File: config.mk
export PLATFORM = sky130hd
export DESIGN_NAME = serializer_8bit_flat
export DESIGN_NICKNAME = d
export VERILOG_FILES = /design/src/rtl/serializer_8bit_pkg.sv /design/src/rtl/serializer_8bit_if.sv /design/src/rtl/serializer_8bit_mux.sv /design/src/rtl/serializer_8bit.sv /design/src/flat_wrapper.sv
export SDC_FILE = /design/constraint.sdc
export NUM_CORES = 1
export LEC_CHECK = 0
export ABC_AREA = 1
export BUFFER_PORTS_ARGS = -buffer_cell sky130_fd_sc_hd__buf_2
export CAP_MARGIN = 20
export CORE_UTILIZATION = 43
export CTS_CLUSTER_SIZE = 25
export DETAILED_ROUTE_END_ITERATION = 12
export HOLD_SLACK_MARGIN = 0.1
export PLACE_DENSITY = 0.81
export RECOVER_POWER = 100
export SETUP_SLACK_MARGIN = 0.5
export SLEW_MARGIN = 10
export SYNTH_ARGS = -nofsm -noshare
export SYNTH_HDL_FRONTEND = slang
export SYNTH_SLANG_ARGS = --single-unit
File: constraint.sdc
create_clock -name clk -period 1.2 [get_ports clk]
set_input_delay 0.06 -clock clk [delete_from_list [all_inputs] [get_ports clk]]
set_output_delay 0.06 -clock clk [all_outputs]
set_load 0.02 [all_outputs]
File: src/rtl/serializer_8bit_pkg.sv
// serializer_8bit shared types and helpers.
// Optional even-parity frame bit: SERIALIZER_PARITY_EN.
package serializer_8bit_pkg;

  localparam int SER_W = 8;
  localparam int SEL_W = 3;

  typedef enum logic [1:0] {
    ST_IDLE   = 2'd0,
    ST_SHIFT  = 2'd1,
    ST_PARITY = 2'd2
  } state_t;

  function automatic logic [SEL_W-1:0] start_sel(
    input logic msb_first
  );
    return msb_first ? 3'd7 : 3'd0;
  endfunction

  function automatic logic [SEL_W-1:0] last_sel(
    input logic msb_first
  );
    return msb_first ? 3'd0 : 3'd7;
  endfunction

  function automatic logic [SEL_W-1:0] next_sel(
    input logic             msb_first,
    input logic [SEL_W-1:0] s
  );
    return msb_first ? s - 3'd1 : s + 3'd1;
  endfunction

endpackage

File: src/rtl/serializer_8bit_if.sv
// Byte-in / bit-out bundle of serializer_8bit.
// master drives bytes, slave is the serializer.
interface serializer_8bit_if;
  import serializer_8bit_pkg::*;

  logic [SER_W-1:0] din;
  logic             din_valid;
  logic             din_ready;
  logic             sout;
  logic             sout_valid;
  logic [SEL_W-1:0] sel;
  logic             busy;
  logic             done;

  modport master (
    output din, din_valid,
    input  din_ready, sout, sout_valid,
    input  sel, busy, done
  );

  modport slave (
    input  din, din_valid,
    output din_ready, sout, sout_valid,
    output sel, busy, done
  );

endinterface

File: src/rtl/serializer_8bit_mux.sv
// Combinational 8:1 bit-select mux.
// out_o = in_i[sel_i].
module serializer_8bit_mux
  import serializer_8bit_pkg::*;
(
  input  logic [SER_W-1:0] in_i,
  input  logic [SEL_W-1:0] sel_i,
  output logic             out_o
);

  assign out_o = in_i[sel_i];

endmodule

File: src/rtl/serializer_8bit.sv
// 8-bit parallel-in, serial-out converter.
// `define SERIALIZER_PARITY_EN adds an even-parity bit.
module serializer_8bit
  import serializer_8bit_pkg::*;
#(
  parameter bit   MSB_FIRST  = 1'b0,
  parameter logic IDLE_LEVEL = 1'b0
) (
  input  logic               clk,
  input  logic               rst,
  serializer_8bit_if.slave   bus
);

  localparam logic [SEL_W-1:0] START =
    start_sel(MSB_FIRST);
  localparam logic [SEL_W-1:0] LAST =
    last_sel(MSB_FIRST);

  state_t           state_q;
  logic [SER_W-1:0] hold_q;
  logic [SEL_W-1:0] sel_q;

  logic in_shift;
  logic in_par;
  logic is_last;
  logic ready;
  logic accept;
  logic sout_raw;
  logic sout_d;

  assign in_shift = (state_q == ST_SHIFT);
  assign in_par   = (state_q == ST_PARITY);
  assign is_last  = in_shift && (sel_q == LAST);

`ifdef SERIALIZER_PARITY_EN
  assign ready = (state_q == ST_IDLE) | in_par;
  assign bus.done = in_par;
`else
  assign ready = (state_q == ST_IDLE) | is_last;
  assign bus.done = is_last;
`endif

  assign accept = bus.din_valid & ready;

  serializer_8bit_mux u_mux (
    .in_i  (hold_q),
    .sel_i (sel_q),
    .out_o (sout_raw)
  );

  always_comb begin
    sout_d = IDLE_LEVEL;
    unique case (1'b1)
      in_shift: sout_d = sout_raw;
      in_par:   sout_d = ^hold_q;
      default:  sout_d = IDLE_LEVEL;
    endcase
  end

  always_ff @(posedge clk or posedge rst) begin
    if (rst) begin
      state_q <= ST_IDLE;
      hold_q  <= '0;
      sel_q   <= START;
    end else begin
      unique case (state_q)
        ST_IDLE: begin
          if (accept) begin
            hold_q  <= bus.din;
            sel_q   <= START;
            state_q <= ST_SHIFT;
          end
        end
        ST_SHIFT: begin
          if (sel_q != LAST) begin
            sel_q <= next_sel(MSB_FIRST, sel_q);
          end else begin
            sel_q <= START;
`ifdef SERIALIZER_PARITY_EN
            state_q <= ST_PARITY;
`else
            // Back-to-back byte keeps the stream gapless
            if (accept) begin
              hold_q  <= bus.din;
              state_q <= ST_SHIFT;
            end else begin
              state_q <= ST_IDLE;
            end
`endif
          end
        end
        ST_PARITY: begin
          sel_q <= START;
          if (accept) begin
            hold_q  <= bus.din;
            state_q <= ST_SHIFT;
          end else begin
            state_q <= ST_IDLE;
          end
        end
        default: begin
          state_q <= ST_IDLE;
          sel_q   <= START;
        end
      endcase
    end
  end

  assign bus.din_ready  = ready;
  assign bus.sout       = sout_d;
  assign bus.sout_valid = in_shift | in_par;
  assign bus.busy       = in_shift | in_par;
  assign bus.sel        = sel_q;

endmodule

File: src/flat_wrapper.sv
// flat-port wrapper written by rule: the top's interface ports become plain ports
module serializer_8bit_flat import serializer_8bit_pkg::*;
#(
  parameter bit   MSB_FIRST  = 1'b0,
  parameter logic IDLE_LEVEL = 1'b0
)
  (clk, rst, bus_din, bus_din_valid, bus_din_ready, bus_sout, bus_sout_valid, bus_sel, bus_busy, bus_done);
  serializer_8bit_if bus_i ();
  input  logic clk;
  input  logic rst;
  input wire logic [$bits(bus_i.din)-1:0] bus_din;
  input wire logic [$bits(bus_i.din_valid)-1:0] bus_din_valid;
  output wire logic [$bits(bus_i.din_ready)-1:0] bus_din_ready;
  output wire logic [$bits(bus_i.sout)-1:0] bus_sout;
  output wire logic [$bits(bus_i.sout_valid)-1:0] bus_sout_valid;
  output wire logic [$bits(bus_i.sel)-1:0] bus_sel;
  output wire logic [$bits(bus_i.busy)-1:0] bus_busy;
  output wire logic [$bits(bus_i.done)-1:0] bus_done;
  assign bus_i.din = bus_din;
  assign bus_i.din_valid = bus_din_valid;
  assign bus_din_ready = bus_i.din_ready;
  assign bus_sout = bus_i.sout;
  assign bus_sout_valid = bus_i.sout_valid;
  assign bus_sel = bus_i.sel;
  assign bus_busy = bus_i.busy;
  assign bus_done = bus_i.done;
  serializer_8bit #(.MSB_FIRST(MSB_FIRST), .IDLE_LEVEL(IDLE_LEVEL)) u_core (.clk(clk), .rst(rst), .bus(bus_i));
endmodule
Word level (Yosys, flattened, before mapping)
Cells that the tools add are included.
- flip-flop bits (word level): 13
- word-level logic and storage cells: 34
- bits of input ports: 11
- output and inout bits: 8
- add/sub/neg operators: 1
- mux-type cells: 13
- equal/unequal tests: 6
- bitwise gates (word level): 3
- order comparisons: 1
- reductions and logical operators: 7
- operators with widths (kind ; count):
    $mux W8 ; 2
    $pmux W8 S2 ; 1
    $reduce_xor A8 Y1 ; 1
    $mux W3 ; 2
    $pmux W2 S3 ; 1
    $pmux W3 S2 ; 1
    $lt A3 B4 Y1 const B ; 1
    $mux W2 ; 2
    $reduce_and A2 Y1 ; 2
    $add A3 B1 Y3 const B ; 1
    $bmux W1 S3 ; 1
    $eq A3 B3 Y1 const B ; 1
    $ne A3 B3 Y1 const B ; 1
    $eq A2 B1 Y1 const B ; 1
    $eq A2 B2 Y1 const B ; 1
    $logic_not A2 Y1 ; 1
    $mux W1 ; 2
    $ne A2 B1 Y1 const B ; 1
    $ne A2 B2 Y1 const B ; 1
    $or A1 B1 Y1 ; 2
    $pmux W1 S2 ; 1
    $reduce_bool A2 Y1 ; 1
    $reduce_or A2 Y1 ; 1
    $and A1 B1 Y1 ; 1
    $logic_and A1 B1 Y1 ; 1

Depth between registers and ports, before layout
Gate-level depths: netlist of the first run.
- depth after elaboration: 7
- mapped depth: 8
- depth with buffers taken out: 7

Cells and area by module
A second synthesis of the first run with hierarchy kept.
- cell total of the unflattened synthesis: 87
- area total of the unflattened synthesis: 636.9 sq um
- modules (own cells, without submodules) (module ; sequential area each (sq um) ; area each (sq um) ; cells an instance ; instances):
    serializer_8bit ; 300.3 ; 526.8 ; 59 ; 1
    serializer_8bit_mux ; 0.0 ; 110.1 ; 28 ; 1

Least setup slack after synthesis of the first run
No wires, ideal clock.
- path kind: register -> register
- start point: register u_core.sel_q[0] (netlist: u_core.bus.sel[0])
- end point: register u_core.hold_q[0]
- stages on the path, launching flop included: 9
- period minus slack after synthesis: 1.516 ns
- library setup time: 0.073 ns
- path buffers: 1
- arrival: 1.443 ns
- setup slack: -0.316 ns
- required time: 1.127 ns
- cell sequence: dfrtp_1 -> ha_1 -> ha_1 -> inv_1 -> nand2_4 -> nand2_8 -> buf_12 -> nor2_2 -> a21oi_2
- word-level cells in the longest chain between the ends: 7
- elaborated cells between the ends (all ways): 10
- those cells by class: 3 x eq/ne; 3 x mux; 2 x bitwise; 2 x reduce/logical
- RTL lines (element ; line ; RTL):
    start: declaration ; serializer_8bit.sv:21 ; logic [SEL_W-1:0] sel_q;
    start signal: assignment ; serializer_8bit.sv:76 ; sel_q <= next_sel(MSB_FIRST, sel_q);
    $eq A3 B3 Y1 (*) ; serializer_8bit.sv:33 ; assign is_last = in_shift && (sel_q == LAST);
    $logic_and A1 B1 Y1 (*) ; serializer_8bit.sv:33 ;
    $or A1 B1 Y1 (*) ; serializer_8bit.sv:39 ; assign ready = (state_q == ST_IDLE) | is_last;
    named net bus_din_ready ; flat_wrapper.sv:13 ; output wire logic [$bits(bus_i.din_ready)-1:0] bus_din_ready;
    $and A1 B1 Y1 (*) ; serializer_8bit.sv:43 ; assign accept = bus.din_valid & ready;
    $mux W8 (*) ; -- ;
    $mux W8 ; -- ;
    $pmux W8 S2 (*) ; -- ;
    end signal: assignment ; serializer_8bit.sv:69 ; hold_q <= bus.din;
    end signal: assignment ; serializer_8bit.sv:84 ; hold_q <= bus.din;
    end signal: assignment ; serializer_8bit.sv:95 ; hold_q <= bus.din;
    end: declaration ; serializer_8bit.sv:20 ; logic [SER_W-1:0] hold_q;
The timed path passes the listed nets; every way through them passes the cells marked *. The select of a mux whose other input is x is not followed.
A chain may end at the register's enable or synchronous reset.

Worst setup path in the final report of the first run
- start point: register u_core.sel_q[0] (netlist: u_core.bus.sel[0])
- end point: output bus_sout
- word-level cells in the longest chain between the ends: 3
- RTL lines (element ; line ; RTL):
    $bmux W1 S3 ; serializer_8bit_mux.sv:11 ; assign out_o = in_i[sel_i];
    $mux W1 (not written as such) ; serializer_8bit_mux.sv:11 ;
    $pmux W1 S2 ; serializer_8bit.sv:53 ; unique case (1'b1)
    end: declaration ; flat_wrapper.sv:14 ; output wire logic [$bits(bus_i.sout)-1:0] bus_sout;
No other way between the ends. The select of a mux whose other input is x is not followed.

==> flow_summary.ini, run 1 <==
[critical_path]
path_class = register to primary output
reg2reg_to = u_core.hold_q[2]
r2r_start = u_core.bus.sel[0]
cp_data_required_time_ns = 1.14
cp-startpoint = u_core.bus.sel[0]
r2r_slack_ns = -0.23
worstSetupEndpointType = primary output
worstRegToRegCells = 7
crit_end = bus_sout
cp.arrival_ns = 1.43
cp-start-kind = register
cp_max_fo = 5

[clocking]
cts_max_level = 1
clock_path_buffers = 2
root_buffer = clkbuf_4
clock_sinks = 12
cts_tree = built
numCtsBuffers = 3
path_clk_slew_ns = 0.09
clk_latency_ns = 0.28

[finish]
n_antenna_cell = 0
area_delta_synth_final_pct = 67.1
nets = 126
drive_gt1_share_pct = 48.2
fillers = 79

[yosys]
syn_area_um2 = 621
ys.warnings.count = 0
syn_inst = 73
ys_seq_area_share_pct = 48.4
synth_area_per_cell_um2 = 8.50
synth-seq-cells = 12
synth_cell_types = 15
syn-num-nets = 86

[sta]
period_share_pct = 124
fin_crit_ns = 1.49
setup_viol = 13
fin_skew_ns = 0.00515
max_freq_mhz = 672
worstMarginPinSlew_ns = 0.589
slew_headroom_pct = 60.5
rsz0062_at_grt = yes
finalHoldViolations = 0
slew_violations = 0
tns_ns = -1.92
worst_slack_ns = -0.288

[global_route]
grt_pass1_vias = 617
overflow = 0
grt_pass1_wl_um = 2570
grt.total_usage_pct = 25.7
antenna_found_initial = 0
grt_max_degree = 18

[die]
die_h_um = 40.0
row_count = 13
top_level_ports = 19
fp.dieW_um = 40.0
dieArea_mm2 = 0.00160
start_util_pct = 47.1
core_area_mm2 = 0.00132

[power_and_ir_drop]
leakagePower_nw = 0.521
power_density_mw_per_mm2 = 2800
ir_drop_v = 0.00158

[drt]
first_pass_iters = 4
wl_per_cell_um = 16.9
drt_iter0_drc = 26
num_vias = 659
drtAntennaViolNets = 0
vias_per_cell = 5.19
wl_um = 2150
drc = 0

[run_status]
violations = setup timing
outcome = finished with violations

[job]
maxCapViolations = 0

[placed_design]
dpl.hpwl_um = 973
numPortBuffers = 18
place_ws_ns = -0.0812
gp_congestion = 0.749

[min_path]
hold_path.class = input pin to register
## how the worst min path moves through the flow
| stage | startpoint | endpoint | depth (start not counted) |
|---|---|---|---|
| final | bus_din_valid | u_core.bus.sel[1] | 4 |
| after global routing | bus_din_valid | u_core.hold_q[7] | 3 |
| after CTS | bus_din_valid | u_core.bus.sel[1] | 4 |
| after detailed placement | rst | u_core.hold_q[2] | 2 |
| after global placement | rst | u_core.hold_q[2] | 2 |
| after floorplan | rst | u_core.bus.sel[2] | 1 |
## synth_stat cells (all sizes together)
| master | count | area share (%) |
|---|---|---|
| inv | 13 | 7.9 |
| nand3 | 5 | 4.0 |
| a21oi | 8 | 7.1 |
| nor2 | 11 | 7.1 |
| dfrtp | 12 | 48 |
| a22o | 1 | 1.6 |
| ha | 2 | 4.0 |
| nand2 | 18 | 15 |
| buf | 2 | 4.4 |
| o21ai | 1 | 0.81 |
## per-layer routing
metal  global-route usage, %  part of all wire (%)  up-vias
li1                        -                     -      301
met1                    27.8                    40      313
met2                    46.0                    50       35
met3                    5.00                   5.6       10
met4                    14.7                   4.0        0
met5                       0                     0        -
## logic make-up after synthesis
group                      share of synthesized area, %
AOI/OAI and AO/OA                                  9.47
adders and majority gates                          4.03
buffers and inverters                              12.3
DFF                                                48.4
and+or+nand+nor                                    25.8
## per-stage QoR
step           power, W  cells  area [µm²]  hold slack (ns)  utilization (%)
2_1_floorplan   0.00162     73         662          -0.0755                -
3_3_place_gp    0.00192    108         773           0.0809             58.7
3_5_place_dp    0.00198    108         773           0.0886             58.7
4_1_cts         0.00258    124         980            0.114             74.4
5_1_grt         0.00305    127        1040            0.176             78.7
6_report        0.00290    127        1040            0.160             78.7
## repair_timing
item / 4_1_cts / 5_1_grt
hold buffers: 9 / 0
resized for setup: 23 / 10
endpoints found under the hold margin: 20 / 0
setup endpoints to repair: 20 / 32
pin swaps: 3 / 8
cloned: 0 / 1
setup buffers: 3 / 2
## state kept, by name (all words and copies together) (netlist names)
register / flops
u_core.state_q: 1
u_core.bus.sel: 3
u_core.hold_q: 8
## placed cells by master (no fill, tap or decap), types with 3 or more instances in the layout
cell type	synthesis	layout
buf_2	0	9
dlygate4sd3_1	0	9
buf_4	1	6
nand3_2	0	3
nor2_1	10	7
nor2_4	0	3
dfrtp_1	12	9
dfrtp_2	0	3
buf_6	0	11
clkbuf_4	0	3
inv_1	13	8
nand2_1	16	13
a21oi_1	7	7
inv_2	0	4
nand2_4	1	3
## cell type report
cell class	count	area, µm²	area share, %
multi-input cells	47	330	31.8
repair buffers	36	308	29.7
flip-flops and latches	12	304	29.3
inverters	13	50.0	4.83
clock buffers	4	26.3	2.53
well taps	15	18.8	1.81
## critical path, cell delays in order (launching register included)
cell and delay (ns):
dfrtp_2 0.47, inv_2 0.11, nand2_1 0.08, nand3_1 0.12
nand2_1 0.07, nor2_2 0.13, nor2_4 0.04, buf_6 0.12
## power breakdown
part	internal (W)	switching (W)	total, W
registers	0.000604	0.000169	0.000773
clock network	0.000129	0.000153	0.000282
logic	0.000862	0.000989	0.00185
total	0.00159	0.00131	0.00290
Note: power is estimated with default switching activity, not from simulation.
==> inputs of run 2 (changes only) <==
PLACE_DENSITY = 0.7   (was 0.81)
==> run 2 against run 1 <==
Against the previous run:
- the flow finishes with violations (hold timing, setup timing)
- routed wire length fell by 31%
- combinational power fell by 14%
- setup slack improved by 0.033 ns
- register-to-register slack improved by 0.08 ns
- critical path depth fell by 1
- global-route usage fell by 4.4 points
- clock power rose by 15%
- critical path type unchanged
- largest cell class unchanged
- highest routed layer is now met3
==> flow_summary.ini, run 2 (synthesis results as in run 1) <==
[clocking]
cts_max_level = 1
clock_path_buffers = 2
root_buffer = clkbuf_4
postCtsHoldBufs = 8
numCtsBuffers = 3
clk_latency_ns = 0.27
cts_tree = built
path_clk_slew_ns = 0.08
clock_sinks = 12

[critical_path]
cp-start-kind = register
r2r_slack_ns = -0.15
cp_max_fo = 4
path_class = register to primary output
worstSetupEndpointType = primary output
cp.arrival_ns = 1.39
cp_data_required_time_ns = 1.14

[finish]
mostFrequentLayoutCells = 15 x nand2_1, 11 x inv_1, 10 x buf_2, 9 x dfrtp_1
fin_util_pct = 75.2
drive_gt1_share_pct = 40.0
register_area_um2 = 304
nets = 124
n_antenna_cell = 0
fillers = 100
layout_commonest_cell = nand2_1
largest_register_ff_count = 8
area_delta_synth_final_pct = 59.7
top_register = u_core.hold_q
multi_input_area_um2 = 318

[drt]
num_vias = 593
drc = 0
drtAntennaViolNets = 0
drt_iter0_drc = 15
first_pass_iters = 4
wl_um = 1490
wl_per_cell_um = 11.9
vias_per_cell = 4.74

[global_route]
grt_pass1_wl_um = 2220
overflow = 0
grt.total_usage_pct = 21.3
antenna_found_initial = 0
grt_pass1_vias = 563
grt_max_degree = 13

[sta]
worst_slack_ns = -0.254
fin_skew_ns = 0.00566
finalHoldViolations = 12
max_freq_mhz = 688
tns_ns = -1.85
fin_crit_ns = 1.45
period_share_pct = 121
slew_violations = 0
rsz0062_at_grt = yes
setup_viol = 12
slew_headroom_pct = 69.7
holdWs_ns = -0.220
worstMarginPinSlew_ns = 0.454

[die]
start_util_pct = 47.1
top_level_ports = 19
die_h_um = 40.0
dieArea_mm2 = 0.00160
row_count = 13
fp.dieW_um = 40.0
core_area_mm2 = 0.00132

[power_and_ir_drop]
power_density_mw_per_mm2 = 2690
leakagePower_nw = 0.502
ir_drop_v = 0.00157

[run_status]
violations = hold timing, setup timing
outcome = finished with violations

[placed_design]
dpl.hpwl_um = 906
numPortBuffers = 18
gp_congestion = 0.733

[job]
maxCapViolations = 0

[min_path]
hold_path.class = input pin to asynchronous set/reset pin
## run 2: cell types whose count changed in the layout (fill, tap and decap cells not counted), sizes merged
cell,before,now
buf,26,23
inv,12,13
clkbuf,5,6
dlygate4sd3,9,8
nand2,19,20
clkinvlp,1,0
## run 2: what timing repair did
| item | 4_1_cts | 5_1_grt |
|---|---|---|
| resized for setup | 14 | 7 |
| endpoints found under the setup margin | 20 | 20 |
| endpoints found under the hold margin | 20 | 12 |
| cloned | 1 | 1 |
| buffers inserted | 1 | 1 |
| pin swaps | 3 | 0 |
## run 2: final timing paths
path	start	to	depth (start not counted)
hold / removal	rst	u_core.hold_q[1]	2
setup reg to reg	u_core.bus.sel[0]	u_core.hold_q[4]	8
setup / recovery	u_core.bus.sel[0]	bus_din_ready	6
min in group clk	bus_din_valid	u_core.hold_q[0]	3
max in group asynchronous	rst	u_core.state_q[0]	2
hold reg to reg	u_core.hold_q[4]	u_core.hold_q[4]	2
## run 2: final cells by class
| cell class | count | share of cell area [%] |
|---|---|---|
| clock buffer | 4 | 3.66 |
| inverter | 13 | 4.92 |
| sequential | 12 | 30.7 |
| tap | 15 | 1.89 |
| multi-input combinational | 48 | 32.1 |
| timing repair buffer | 33 | 26.8 |
## run 2: layer usage
metal  GRT usage [%]  part of all wire [%]
met1            25.3                    46
met2            37.1                    50
met3            6.11                   3.3
met4            6.03                     0
met5               0                     0
## run 2: power breakdown
part           leakage (nW)  internal (W)  switching [W]
clock network        0.0210      0.000184       0.000141
registers             0.130      0.000604       0.000138
logic                 0.351      0.000757       0.000845
## run 2: worst max-delay path, cell delays in order (launching register included)
cell     delay, ns
dfrtp_2       0.45
ha_4          0.18
ha_4          0.15
inv_2         0.06
nand2_4       0.05
buf_6         0.12
buf_6         0.12
## run 2: stage by stage
stage          cell area, µm²  setup slack (ns)  power [W]  std cells
2_1_floorplan             662            -0.170    0.00162         73
3_5_place_dp              781           -0.0568    0.00199        109
4_1_cts                   965            -0.243    0.00260        123
6_report                  991            -0.254    0.00267        125
3_3_place_gp              781           -0.0317    0.00196        109
5_1_grt                   991            -0.313    0.00287        125
